`config.mk`:
```
export PLATFORM = sky130hd
export DESIGN_NAME = adc_scan_ctrl_flat
export DESIGN_NICKNAME = d
export VERILOG_FILES = /design/src/rtl/adc_scan_ctrl_if.sv /design/src/rtl/adc_scan_ctrl.sv /design/src/flat_wrapper.sv
export SDC_FILE = /design/constraint.sdc
export NUM_CORES = 1
export LEC_CHECK = 0
export ABC_AREA = 1
export CAP_MARGIN = 25
export CORE_UTILIZATION = 38
export CTS_CLUSTER_DIAMETER = 150
export CTS_CLUSTER_SIZE = 30
export DETAILED_ROUTE_END_ITERATION = 6
export SYNTH_ARGS = -nofsm -noshare
export SYNTH_HDL_FRONTEND = slang
export SYNTH_SLANG_ARGS = --single-unit
```
`constraint.sdc`:
```
create_clock -name clk_i -period 2.2 [get_ports clk_i]
set_input_delay 0.44 -clock clk_i [delete_from_list [all_inputs] [get_ports clk_i]]
set_output_delay 0.44 -clock clk_i [all_outputs]
set_load 0.01 [all_outputs]
```
`src/rtl/adc_scan_ctrl_if.sv`:
```
// Signal bundle between the ADC scan controller, its SPI conversion stage and
// the sample consumer. Names keep the _i/_o sense seen from the controller.
interface adc_scan_ctrl_if;
   logic        start_i;
   logic        cont_i;
   logic [2:0]  nch_i;
   logic [7:0]  gap_i;
   logic        eoc_i;
   logic [11:0] dout_i;
   logic        ready_i;
   logic        strc_o;
   logic [7:0]  cmd_o;
   logic [14:0] data_o;
   logic        valid_o;
   logic        busy_o;
   logic        ovf_o;
   logic        tmo_o;

   // Environment side: drives requests, SPI results and consumer ready.
   modport master (
      output start_i, cont_i, nch_i, gap_i, eoc_i, dout_i, ready_i,
      input  strc_o, cmd_o, data_o, valid_o, busy_o, ovf_o, tmo_o
   );

   // Controller side.
   modport slave (
      input  start_i, cont_i, nch_i, gap_i, eoc_i, dout_i, ready_i,
      output strc_o, cmd_o, data_o, valid_o, busy_o, ovf_o, tmo_o
   );
endinterface

```
`src/rtl/adc_scan_ctrl.sv`:
```
// Multi-channel ADC scan sequencer: issues conversions over channels 0..nch,
// waits for end-of-conversion and queues tagged samples in a 4-deep FWFT FIFO.
module adc_scan_ctrl (
   input  logic            clk_i,
   input  logic            rst_i,
   adc_scan_ctrl_if.slave  bus
);

   typedef enum logic [2:0] {
      S_IDLE,
      S_START,
      S_WAIT_EOC,
      S_STORE,
      S_GAP
   } state_t;

   localparam int unsigned FIFO_DEPTH = 4;
   localparam logic [11:0] TMO_LAST   = 12'd4094;  // 4095 cycles in WAIT_EOC

   state_t      state;
   logic [2:0]  ch;
   logic [2:0]  nch_q;
   logic [7:0]  gap_q;
   logic [7:0]  gap_cnt;
   logic [11:0] tmo_cnt;
   logic        eoc_q;
   logic        strc_q;
   logic        ovf_q;
   logic        tmo_q;

   logic [14:0] fifo_mem [FIFO_DEPTH];
   logic [1:0]  wr_ptr;
   logic [1:0]  rd_ptr;
   logic [2:0]  fifo_cnt;

   logic        fifo_full;
   logic        fifo_valid;
   logic        push;
   logic        pop;
   logic        push_ok;
   logic        drop;
   logic        eoc_rise;

   assign fifo_full  = (fifo_cnt == 3'(FIFO_DEPTH));
   assign fifo_valid = (fifo_cnt != 3'd0);
   assign pop        = fifo_valid & bus.ready_i;
   assign push       = (state == S_STORE);
   // A full FIFO still accepts a push when the head leaves in the same cycle.
   assign push_ok    = push & (~fifo_full | pop);
   assign drop       = push & fifo_full & ~pop;
   assign eoc_rise   = bus.eoc_i & ~eoc_q;

   // NOTE: the sample array carries no reset; data_o is gated by valid, so
   // stale contents are never visible and the array can map to plain flops/RAM.
   always_ff @(posedge clk_i) begin
      if (push_ok) begin
         fifo_mem[wr_ptr] <= {ch, bus.dout_i};
      end
   end

   // NOTE: reset is synchronous here, so it lives inside the clocked branch.
   always_ff @(posedge clk_i) begin
      if (!rst_i) begin
         wr_ptr   <= '0;
         rd_ptr   <= '0;
         fifo_cnt <= '0;
      end else begin
         if (push_ok) begin
            wr_ptr <= wr_ptr + 2'd1;
         end
         if (pop) begin
            rd_ptr <= rd_ptr + 2'd1;
         end
         fifo_cnt <= fifo_cnt + {2'b00, push_ok} - {2'b00, pop};
      end
   end

   always_ff @(posedge clk_i) begin
      if (!rst_i) begin
         state   <= S_IDLE;
         ch      <= '0;
         nch_q   <= '0;
         gap_q   <= '0;
         gap_cnt <= '0;
         tmo_cnt <= '0;
         eoc_q   <= 1'b0;
         strc_q  <= 1'b0;
         ovf_q   <= 1'b0;
         tmo_q   <= 1'b0;
      end else begin
         eoc_q  <= bus.eoc_i;
         strc_q <= 1'b0;
         if (drop) begin
            ovf_q <= 1'b1;
         end

         unique case (state)
            S_IDLE: begin
               if (bus.start_i) begin
                  nch_q  <= bus.nch_i;
                  gap_q  <= bus.gap_i;
                  ovf_q  <= 1'b0;
                  tmo_q  <= 1'b0;
                  ch     <= '0;
                  strc_q <= 1'b1;
                  state  <= S_START;
               end
            end

            S_START: begin
               tmo_cnt <= '0;
               state   <= S_WAIT_EOC;
            end

            S_WAIT_EOC: begin
               if (eoc_rise) begin
                  state <= S_STORE;
               end else if (tmo_cnt == TMO_LAST) begin
                  tmo_q <= 1'b1;
                  ch    <= '0;
                  state <= S_IDLE;
               end else begin
                  tmo_cnt <= tmo_cnt + 12'd1;
               end
            end

            S_STORE: begin
               if ((ch != nch_q) || bus.cont_i) begin
                  ch <= (ch != nch_q) ? ch + 3'd1 : 3'd0;
                  // With no gap requested the next conversion starts at once.
                  if (gap_q == 8'd0) begin
                     strc_q <= 1'b1;
                     state  <= S_START;
                  end else begin
                     gap_cnt <= gap_q - 8'd1;
                     state   <= S_GAP;
                  end
               end else begin
                  ch    <= '0;
                  state <= S_IDLE;
               end
            end

            S_GAP: begin
               if (gap_cnt == 8'd0) begin
                  strc_q <= 1'b1;
                  state  <= S_START;
               end else begin
                  gap_cnt <= gap_cnt - 8'd1;
               end
            end

            default: state <= S_IDLE;
         endcase
      end
   end

   assign bus.strc_o  = strc_q;
   assign bus.cmd_o   = {1'b1, 1'b1, ch, 3'b000};
   assign bus.data_o  = fifo_valid ? fifo_mem[rd_ptr] : 15'd0;
   assign bus.valid_o = fifo_valid;
   assign bus.busy_o  = (state != S_IDLE);
   assign bus.ovf_o   = ovf_q;
   assign bus.tmo_o   = tmo_q;

endmodule

```
`src/flat_wrapper.sv`:
```
// flat-port wrapper written by rule: the top's interface ports become plain ports
module adc_scan_ctrl_flat 
  (clk_i, rst_i, bus_start_i, bus_cont_i, bus_nch_i, bus_gap_i, bus_eoc_i, bus_dout_i, bus_ready_i, bus_strc_o, bus_cmd_o, bus_data_o, bus_valid_o, bus_busy_o, bus_ovf_o, bus_tmo_o);
  adc_scan_ctrl_if bus_i ();
  input  logic clk_i;
  input  logic rst_i;
  input wire logic [$bits(bus_i.start_i)-1:0] bus_start_i;
  input wire logic [$bits(bus_i.cont_i)-1:0] bus_cont_i;
  input wire logic [$bits(bus_i.nch_i)-1:0] bus_nch_i;
  input wire logic [$bits(bus_i.gap_i)-1:0] bus_gap_i;
  input wire logic [$bits(bus_i.eoc_i)-1:0] bus_eoc_i;
  input wire logic [$bits(bus_i.dout_i)-1:0] bus_dout_i;
  input wire logic [$bits(bus_i.ready_i)-1:0] bus_ready_i;
  output wire logic [$bits(bus_i.strc_o)-1:0] bus_strc_o;
  output wire logic [$bits(bus_i.cmd_o)-1:0] bus_cmd_o;
  output wire logic [$bits(bus_i.data_o)-1:0] bus_data_o;
  output wire logic [$bits(bus_i.valid_o)-1:0] bus_valid_o;
  output wire logic [$bits(bus_i.busy_o)-1:0] bus_busy_o;
  output wire logic [$bits(bus_i.ovf_o)-1:0] bus_ovf_o;
  output wire logic [$bits(bus_i.tmo_o)-1:0] bus_tmo_o;
  assign bus_i.start_i = bus_start_i;
  assign bus_i.cont_i = bus_cont_i;
  assign bus_i.nch_i = bus_nch_i;
  assign bus_i.gap_i = bus_gap_i;
  assign bus_i.eoc_i = bus_eoc_i;
  assign bus_i.dout_i = bus_dout_i;
  assign bus_i.ready_i = bus_ready_i;
  assign bus_strc_o = bus_i.strc_o;
  assign bus_cmd_o = bus_i.cmd_o;
  assign bus_data_o = bus_i.data_o;
  assign bus_valid_o = bus_i.valid_o;
  assign bus_busy_o = bus_i.busy_o;
  assign bus_ovf_o = bus_i.ovf_o;
  assign bus_tmo_o = bus_i.tmo_o;
  adc_scan_ctrl u_core (.clk_i(clk_i), .rst_i(rst_i), .bus(bus_i));
endmodule
```
==> results of run 1 <==
-- cell type report --
class | instances | area, um2 | share of cell area, %
multi-input cells | 406 | 1970 | 31.3
clock inverters | 6 | 52.6 | 0.836
clock buffers | 10 | 229 | 3.64
repair buffers | 84 | 779 | 12.4
well taps | 176 | 220 | 3.50
flip-flops and latches | 110 | 2810 | 44.6
inverters | 60 | 231 | 3.68
-- cell families after synthesis --
family / count (synthesis) / share of synthesized area, %
other: 2 / 0.146
buffers and inverters: 87 / 7.48
AND/OR/NAND/NOR: 269 / 22.2
adder cells (fa/ha/maj): 10 / 2.58
AO/OA/AOI/OAI: 110 / 11.0
XOR/XNOR: 12 / 2.05
flip-flops: 110 / 54.5
-- worst register-to-register path: stages (launching register included) --
cell and delay [ns]:
dfxtp_1 0.36, nor3_4 0.26, nor2_1 0.08, nand2_1 0.08, o21ai_0 0.09, ha_1 0.21
fa_1 0.38, xnor2_1 0.18, nor2_1 0.05
-- worst max path at each step --
stage	start	endpoint	slack, ns	cells after the start
floorplan	u_core.state[0]$_SDFFE_PN0P_	u_core.fifo_mem[0][0]$_DFFE_PP_	0.1	6
global placement	bus_ready_i	u_core.fifo_cnt[2]$_SDFF_PN0_	0.06	8
detailed placement	bus_ready_i	u_core.fifo_cnt[2]$_SDFF_PN0_	0.006	8
CTS	register	bus_data_o[0]	-0.27	6
global route	register	bus_data_o[10]	-0.08	8
finish	register	bus_data_o[10]	0.06	8
-- power by group --
group          switching (uW)  internal (uW)  leakage [uW]  total (uW)
Sequential                117           2310      0.000952        2420
Clock                     759            790      0.000139        1550
Combinational            1170            864       0.00149        2040
-- cell usage after synthesis, drive strengths merged --
library cell / n / area (um2)
xnor2: 6 / 52.6
edfxtp: 60 / 1800
dfxtp: 50 / 1000
xor2: 6 / 52.6
nand4: 7 / 43.8
buf: 14 / 108
o21ai: 55 / 283
nor2: 120 / 473
or2: 1 / 6.26
nand3: 25 / 130
nand3b: 2 / 15.0
fa: 1 / 20.0
o21bai: 1 / 7.51
inv: 59 / 224
clkbuf: 13 / 48.8
nand2: 108 / 430
clkinv: 1 / 3.75
and2: 1 / 6.26
a31oi: 2 / 12.5
nor3: 5 / 35.0
conb: 2 / 7.51
a21oi: 52 / 264
ha: 9 / 113
-- repair_timing --
item,4_1_cts,5_1_grt
gates resized for setup,7,29
pin swaps,1,1
setup endpoints to repair,15,16
buffers inserted,4,3
-- state kept, by name (all words and copies together), names as in the netlist, named ones only --
name               cells
u_core.gap_cnt         8
u_core.nch_q           3
u_core.bus.strc_o      1
u_core.wr_ptr          2
u_core.tmo_cnt        12
u_core.rd_ptr          2
u_core.bus.tmo_o       1
u_core.bus.ovf_o       1
u_core.state           3
u_core.eoc_q           1
u_core.fifo_mem       60
u_core.ch              3
u_core.gap_q           8
u_core.fifo_cnt        3
-- per-stage QoR --
stage | instances | setup TNS (ns) | total power [uW] | utilization (%)
floorplan | 603 | 0 | 3680 | -
global placement | 829 | 0 | 4520 | 45.1
detailed placement | 829 | 0 | 4560 | 45.1
CTS | 849 | -2.25 | 6100 | 47.4
global route | 852 | -0.181 | 6400 | 47.7
finish | 852 | 0 | 6010 | 47.7
-- layer usage --
metal | part of all wire [%] | vias to the layer above
met1 | 48 | 1812
met5 | 0 | -
met4 | 0.85 | 0
li1 | - | 2093
met3 | 4.8 | 9
met2 | 46 | 81
==> key figures, run 1 <==
Outcome
  – Status: finished clean

Timing
  – Post-layout min period: between 2 and 2.5 ns
  – Max frequency: 466 MHz
  – Max Slew Vio Count: 0
  – Final worst setup slack: ~0.056 ns
  – Final setup violation count: 0
  – Worst slew pin tran: ~0.6 ns
  – Unrepaired setup endpoints after global routing: true
  – Fin Hold WS: about 0.47 ns
  – Final Hold Viols: 0
  – Rel. slew slack: 60.5%
  – Layout Skew: between 0.008 and 0.009 ns
  – Period utilization: between 90% and 100%

Synthesis
  – Synthesized area per cell: 8.56 um2
  – Syn. warnings: 0
  – Sequential element share of the synthesized area: about 55%
  – #FFs+latches synth: 110
  – Syn Inst Count: 600
  – Yosys cell types: 37
  – Syn Std Cell Area: just over 5000 um2

Run
  – Max cap viols: 0

Worst setup path
  – R2R setup slack: around 0.40 ns
  – Cell-by-cell trace of the critical path: clkinvlp_4 -> buf_6 -> buf_4 -> buf_4 -> nor2_1 -> o21ai_0 -> a21oi_1 -> clkbuf_2
  – CP Class: register to output pin
  – Buffers and inverters on the worst path: 5
  – Startpoint types: register
  – Worst r2r dst: u_core.fifo_cnt[2]$_SDFF_PN0_
  – CP most frequent cell: buf_4
  – CP max FO: 5
  – Arr. time, crit path: 1.70 ns
  – R2R depth: 8
  – Critical path data required time: around 1.8 ns
  – Delay-heaviest family, CP: buffers and inverters
  – Crit-path slowest cell: dfxtp_2
  – Worst stage delay on the critical path: ~0.35 ns
  – R2R Path Start: u_core.fifo_cnt[2]$_SDFF_PN0_
  – Endpoint class of the critical path: output pin

Floorplan
  – Die X: 118 um
  – Row count: 42
  – Initial core utilization: 39.0%
  – Core ar.: 13200 um2
  – I/O pin cnt: 57
  – Die height: between 100 and 150 um
  – Die footprint: between 10000 and 15000 um2

GRT
  – GRT Resource Usage Total: about 16%
  – Met3 Usage GRT: 4.10%
  – Busiest layer in global routing: met2
  – First-pass GRT wire length: 18000 um
  – GR Layer Usage met1: about a fifth
  – GR Util met2: 27.1%
  – Vias in the first global route: approximately 3700
  – Gr ovfl total: 0
  – Largest net degree at the start of global routing: 31
  – Initial antenna violation count: 0

Detailed routing
  – Initial DRC count: roughly 220
  – Remaining antenna violation count after routing: 0
  – Via-to-Cell Ratio: between 4 and 5
  – Routed WL per cell: between 10 and 15 um
  – Via count: 3995
  – Drt pass-1 iters: 4
  – Post-Route WL: roughly 11000 um
  – DRC viols: 0

Power and ir drop
  – Power per Cell Area: between 900 and 1000 nW/um2
  – Pleak: approximately 0.0026 uW
  – Worst VDD drop: between 0.4 and 0.5 mV

Layout
  – Antenna diodes: 0
  – Design area: 6290 um2
  – Commonest non-fill, non-tap cell in the layout: nor2_1
  – Commonest non-fill, non-tap cells in the layout: nor2_1 (113), nand2_1 (102), edfxtp_1 (60)
  – Area Growth Syn to Fin: 22.4%
  – Number of fill cells: ~1300
  – Share of post-route cells with drive strength above 1: approximately an eighth
  – Nets: 710

Clock tree
  – TritonCTS clock tree: yes
  – Clock Latency Late Sink: around 0.35 ns
  – Root buffer cell: clkbuf_16
  – H-tree depth: 3
  – Clock Pin Slew Worst Setup and Hold Paths: roughly 0.070 ns
  – Cts hold-fix bufs: 0
  – CTS max path bufs: 2
  – Total CTS buffers: 9
  – Clk sinks: 110

Placement
  – DP HPWL: 7630 um
  – GPL Wtd Cong: about 0.87
  – DP Worst Slack: ~0.0055 ns
  – # port buffers: 51
  – Dpl cell area: slightly below 6000 um2

Worst hold path
  – Hold depth: 2
  – Hold Crit Class: register to register
  – HP Start: u_core.rd_ptr[1]$_SDFFE_PN0P_
(Power assumes the default switching activity.)
==> inputs of run 2 (changes only) <==
- clock period: 2.2 -> 2.5 ns (I/O delays scaled with it)
==> run 2 against run 1 <==
Compared with the run above:
- total power shrank 13%
- combinational power shrank 14%
- clock power shrank 12%
- die area is the same
- register-to-register slack gained 0.12 ns
- sequential power shrank 12%
- sequential share of layout area grew 0.64 points
- final area shrank 1.5%
- largest cell class unchanged
- critical path depth shrank 2
==> key figures, run 2 (synthesis gave the netlist of run 1 again) <==
Outcome
  – Status: finished clean

Detailed routing
  – Remaining antenna violation count after routing: 0
  – Post-Route WL: about 11000 um
  – Routed WL per cell: around 13 um
  – Via-to-Cell Ratio: between 4 and 5
  – Drt pass-1 iters: 4
  – Initial DRC count: 214
  – DRC viols: 0
  – Via count: between 3000 and 4000

Clock tree
  – Clock Latency Late Sink: approximately 0.35 ns
  – H-tree depth: 3
  – Cts hold-fix bufs: 0
  – Root buffer cell: clkbuf_16
  – Clock Pin Slew Worst Setup and Hold Paths: 0.07 ns
  – Total CTS buffers: 9
  – CTS max path bufs: 2
  – Clk sinks: 110
  – TritonCTS clock tree: yes

GRT
  – Gr ovfl total: 0
  – First-pass GRT wire length: ~18000 um
  – GRT Resource Usage Total: between 10% and 20%
  – Vias in the first global route: ~3800
  – Initial antenna violation count: 0
  – Largest net degree at the start of global routing: 30

Worst setup path
  – Endpoint class of the critical path: output pin
  – Worst stage delay on the critical path: between 0.5 and 0.6 ns
  – Critical path data required time: 2.00 ns
  – Cell-by-cell trace of the critical path: clkinvlp_4 -> buf_12 -> nor2_1 -> o21ai_0 -> a21oi_2 -> clkdlybuf4s50_1
  – Crit-path slowest cell: clkdlybuf4s50_1
  – Arr. time, crit path: ~1.9 ns
  – CP Class: register to output pin
  – Startpoint types: register
  – CP max FO: 15

Timing
  – Rel. slew slack: between 60% and 70%
  – Max frequency: slightly above 400 MHz
  – Period utilization: between 90% and 100%
  – Post-layout min period: 2.41 ns
  – Max Slew Vio Count: 0
  – Fin Hold WS: between 0.4 and 0.5 ns
  – Final setup violation count: 0
  – Final Hold Viols: 0
  – Unrepaired setup endpoints after global routing: false
  – Layout Skew: around 0.006 ns
  – Setup TNS: 0 ns
  – Worst slew pin tran: 0.585 ns

Power and ir drop
  – Switching power: 1770 uW
  – Pleak: 0.00247 uW
  – Logic gate share of total power: between 30% and 40%
  – Sw frac: ~34%
  – Power per Cell Area: 849 nW/um2
  – Register share of total power: ~40%
  – Worst VDD drop: about 0.57 mV
  – Internal: 3490 uW
  – Clock network fraction of total power: a little over a quarter

Layout
  – Share of post-route cells with drive strength above 1: under 10%
  – Largest register FFs: 60
  – Area Growth Syn to Fin: 20.6%
  – Multi-input logic area: about 2000 um2
  – Commonest non-fill, non-tap cell in the layout: nor2_1
  – Most flops, register: u_core.fifo_mem
  – Nets: roughly 690
  – Antenna diodes: 0
  – Util after Layout: a little under half
  – Number of fill cells: 1287
  – Commonest non-fill, non-tap cells in the layout: nor2_1 (113), nand2_1 (102), edfxtp_1 (60)
  – Leading registers by flop count: u_core.fifo_mem x60, u_core.tmo_cnt x12
  – Reg area: ~2800 um2

Placement
  – GPL Wtd Cong: ~0.87
  – # port buffers: just over 50
  – DP HPWL: around 7300 um

Floorplan
  – Die height: 118 um
  – I/O pin cnt: 57
  – Core ar.: 13200 um2
  – Die footprint: roughly 14000 um2
  – Initial core utilization: slightly below 40%
  – Die X: between 100 and 150 um
  – Row count: 42

Run
  – Max cap viols: 0

Worst hold path
  – Hold Crit Class: register to register
==> run 2: repair_timing <==
action                                  in CTS  in global routing
pin swaps                                    0                  1
buffers inserted                             1                  0
endpoints found under the setup margin       2                 13
gates resized for setup                      2                 12
==> run 2: metrics by stage <==
step / total power, uW / area [um2] / std cells / setup slack [ns]
after floorplan: 3240 / 5150 / 603 / 0.398
after global placement: 3890 / 5850 / 817 / 0.166
after detailed placement: 3930 / 5850 / 817 / 0.0867
after CTS: 5310 / 6160 / 834 / 0.0281
after global routing: 5610 / 6200 / 834 / 0.00196
final: 5260 / 6200 / 834 / 0.0853
==> run 2: critical path, delay by kind of cell, from the launching register on <==
kind | cells | cell delay [ns]
buffers and inverters | 3 | 0.81
DFF | 1 | 0.38
AOI/OAI and AO/OA | 2 | 0.28
and+or+nand+nor | 1 | 0.09
==> run 2: final timing paths <==
kind / startpoint / cells after the start / endpoint / slack [ns]
min reg2reg: u_core.nch_q[1]$_SDFFE_PN0P_ / 2 / u_core.nch_q[1]$_SDFFE_PN0P_ / 0.48
min: u_core.nch_q[1]$_SDFFE_PN0P_ / 2 / u_core.nch_q[1]$_SDFFE_PN0P_ / 0.48
max: register / 6 / bus_data_o[12] / 0.09
max reg2reg: u_core.state[0]$_SDFFE_PN0P_ / 9 / u_core.nch_q[0]$_SDFFE_PN0P_ / 0.52
==> run 2: routing by layer <==
layer	wire length (um)	GRT usage [%]	vias to the layer above
met5	0	0	-
met4	75	4.73	0
met3	473	3.86	5
met2	5240	27.7	80
met1	4950	20.5	1811
li1	-	-	2056
==> run 2: power groups by stage <==
stage	Combinational, uW	Clock, uW	Sequential [uW]
floorplan	1100	0	2140
global placement	1730	0	2160
detailed placement	1760	0	2160
CTS	1780	1410	2120
global route	1970	1490	2140
finish	1760	1370	2130
==> run 2: layout make-up <==
cell class | instances | share of cell area (%)
clock inverters | 5 | 0.666
well taps | 176 | 3.55
inverters | 60 | 3.74
flip-flops and latches | 110 | 45.3
clock buffers | 11 | 3.92
multi-input cells | 406 | 31.7
repair buffers | 66 | 11.1
==> inputs of run 3 (changes only) <==
- CORE_MARGIN: unset -> 5
==> run 3 against run 2 <==
Compared with the run above:
- total power is 1.4% higher
- via count is 0.61% lower
- sequential power hardly changed
- sequential share of layout area is 0.17 points lower
- global-route usage is 2.2 points lower
- final area is 0.46% higher
- combinational power hardly changed
- largest power group unchanged
- setup slack worse by 0.035 ns
- die area is 14% higher
- clock skew is 0.0034 ns higher
- clock power is 7% higher
- critical endpoint is now bus_data_o[0]
- maximum frequency is 1.4% lower
==> key figures, run 3 (synthesis gave the netlist of run 1 again) <==
Layout
  – Share of post-route cells with drive strength above 1: under 10%
  – Leading registers by flop count: u_core.fifo_mem x60, u_core.tmo_cnt x12
  – Design area: just over 6000 um2
  – Post-route insts no fill: 836
  – Largest register FFs: 60
  – Commonest non-fill, non-tap cells in the layout: nor2_1 (113), nand2_1 (102), edfxtp_1 (60)
  – Area Growth Syn to Fin: 21.1%
  – Commonest non-fill, non-tap cell in the layout: nor2_1
  – Most flops, register: u_core.fifo_mem
  – Nets: just under 700
  – Antenna diodes: 0

Timing
  – Max Slew Vio Count: 0
  – Final Hold Viols: 0
  – Max frequency: between 400 and 500 MHz
  – Final worst setup slack: around 0.050 ns
  – Final setup violation count: 0
  – Period utilization: a little over nine tenths
  – Post-layout min period: around 2.4 ns
  – Rel. slew slack: 60.5%
  – Worst slew pin tran: 0.588 ns
  – Layout Skew: about 0.0093 ns

Floorplan
  – Core ar.: 13200 um2
  – I/O pin cnt: between 50 and 60
  – Row count: 42
  – Initial core utilization: 38.8%
  – Die X: between 100 and 150 um
  – Die height: between 100 and 150 um
  – Die footprint: 15900 um2

Detailed routing
  – Post-Route WL: about 11000 um
  – Remaining antenna violation count after routing: 0
  – DRC viols: 0
  – Routed WL per cell: approximately 13 um
  – Drt pass-1 iters: 5
  – Via-to-Cell Ratio: approximately 4.7
  – Initial DRC count: about 290
  – Via count: approximately 3900

Worst setup path
  – Endpoint class of the critical path: output pin
  – CP Class: register to output pin
  – CP max FO: 9
  – Arr. time, crit path: 1.95 ns
  – Startpoint types: register
  – Critical path data required time: ~2 ns

Clock tree
  – Clock Latency Late Sink: approximately 0.36 ns
  – Total CTS buffers: 9
  – H-tree depth: 3
  – Clock Pin Slew Worst Setup and Hold Paths: 0.07 ns
  – Clk sinks: 110
  – TritonCTS clock tree: yes
  – Root buffer cell: clkbuf_16
  – CTS max path bufs: 2

Power and ir drop
  – Worst VDD drop: 0.343 mV
  – Pleak: 0.00252 uW
  – Power per Cell Area: 857 nW/um2

Placement
  – Placed Cells: between 800 and 900
  – GPL Wtd Cong: 0.861
  – DP Worst Slack: between 0.09 and 0.1 ns
  – Dpl cell area: approximately 5800 um2
  – # port buffers: 51
  – DP HPWL: ~7700 um

Worst hold path
  – Hold Crit Class: register to register

GRT
  – First-pass GRT wire length: roughly 18000 um
  – Vias in the first global route: about 3800
  – Largest net degree at the start of global routing: 22
  – Gr ovfl total: 0
  – GRT Resource Usage Total: between 10% and 20%
  – Initial antenna violation count: 0

Run
  – Max cap viols: 0

Outcome
  – Status: finished clean
==> run 3: cell types whose count changed in the layout (fill, tap and decap cells not counted), sizes merged <==
cell           before  now
buf                15   17
bufinv              0    1
clkbuf             11   10
clkdlybuf4s50      44   42
clkinv              3    2
dlymetal6s2s        7    9
inv                60   61
==> run 3: routing by layer <==
layer	part of all wire [%]	GRT usage, %	vias up
met5	0	0	-
met4	1.3	4.54	0
met3	4.4	3.73	13
met2	48	23.8	80
met1	46	17.8	1770
li1	-	-	2065
==> run 3: area by class of cell <==
class / count / area, um2
Clock inverter: 6 / 75.1
Clock buffer: 10 / 229
Timing Repair Buffer: 68 / 697
Tap cell: 176 / 220
Inverter: 60 / 234
Sequential cell: 110 / 2810
Multi-Input combinational cell: 406 / 1960
Fill cell: 1275 / 7020
==> run 3: worst max-delay path, cell delays in order, from the launching register on <==
cell and delay, ns:
dfxtp_1 0.38, clkinvlp_4 0.15, buf_4 0.20, nor2_1 0.09, o21ai_0 0.09, a21oi_1 0.14, clkdlybuf4s50_1 0.55
==> run 3: metrics by stage <==
stage / hold WS, ns / setup TNS [ns] / util, % / power, uW
2_1_floorplan: 0.444 / 0 / - / 3240
3_3_place_gp: 0.454 / 0 / 44.2 / 3870
3_5_place_dp: 0.447 / 0 / 44.2 / 3900
4_1_cts: 0.462 / 0 / 46.5 / 5380
5_1_grt: 0.493 / -0.0688 / 47.0 / 5680
6_report: 0.460 / 0 / 47.0 / 5330
==> run 3: repair_timing <==
| action | CTS | global route |
|---|---|---|
| hold buffers | 0 | 0 |
| buffers inserted | 0 | 2 |
| hold endpoints to repair | 0 | 0 |
| setup endpoints to repair | 13 | 14 |
| pin swaps | 0 | 2 |
| gates resized for setup | 2 | 15 |
| cloned | 0 | 0 |
==> run 3: final timing paths <==
path / from / endpoint / slack, ns / cells after the start
min: u_core.bus.tmo_o$_SDFFE_PN0P_ / u_core.bus.tmo_o$_SDFFE_PN0P_ / 0.46 / 2
max reg2reg: u_core.state[0]$_SDFFE_PN0P_ / u_core.nch_q[0]$_SDFFE_PN0P_ / 0.53 / 9
max: register / bus_data_o[0] / 0.05 / 6
min reg2reg: u_core.bus.tmo_o$_SDFFE_PN0P_ / u_core.bus.tmo_o$_SDFFE_PN0P_ / 0.46 / 2
==> run 3: where the power goes <==
group	switching (uW)	leakage, uW	internal [uW]	total [uW]
registers	103	0.000952	2030	2130
logic	995	0.00142	733	1730
clock network	675	0.000146	794	1470
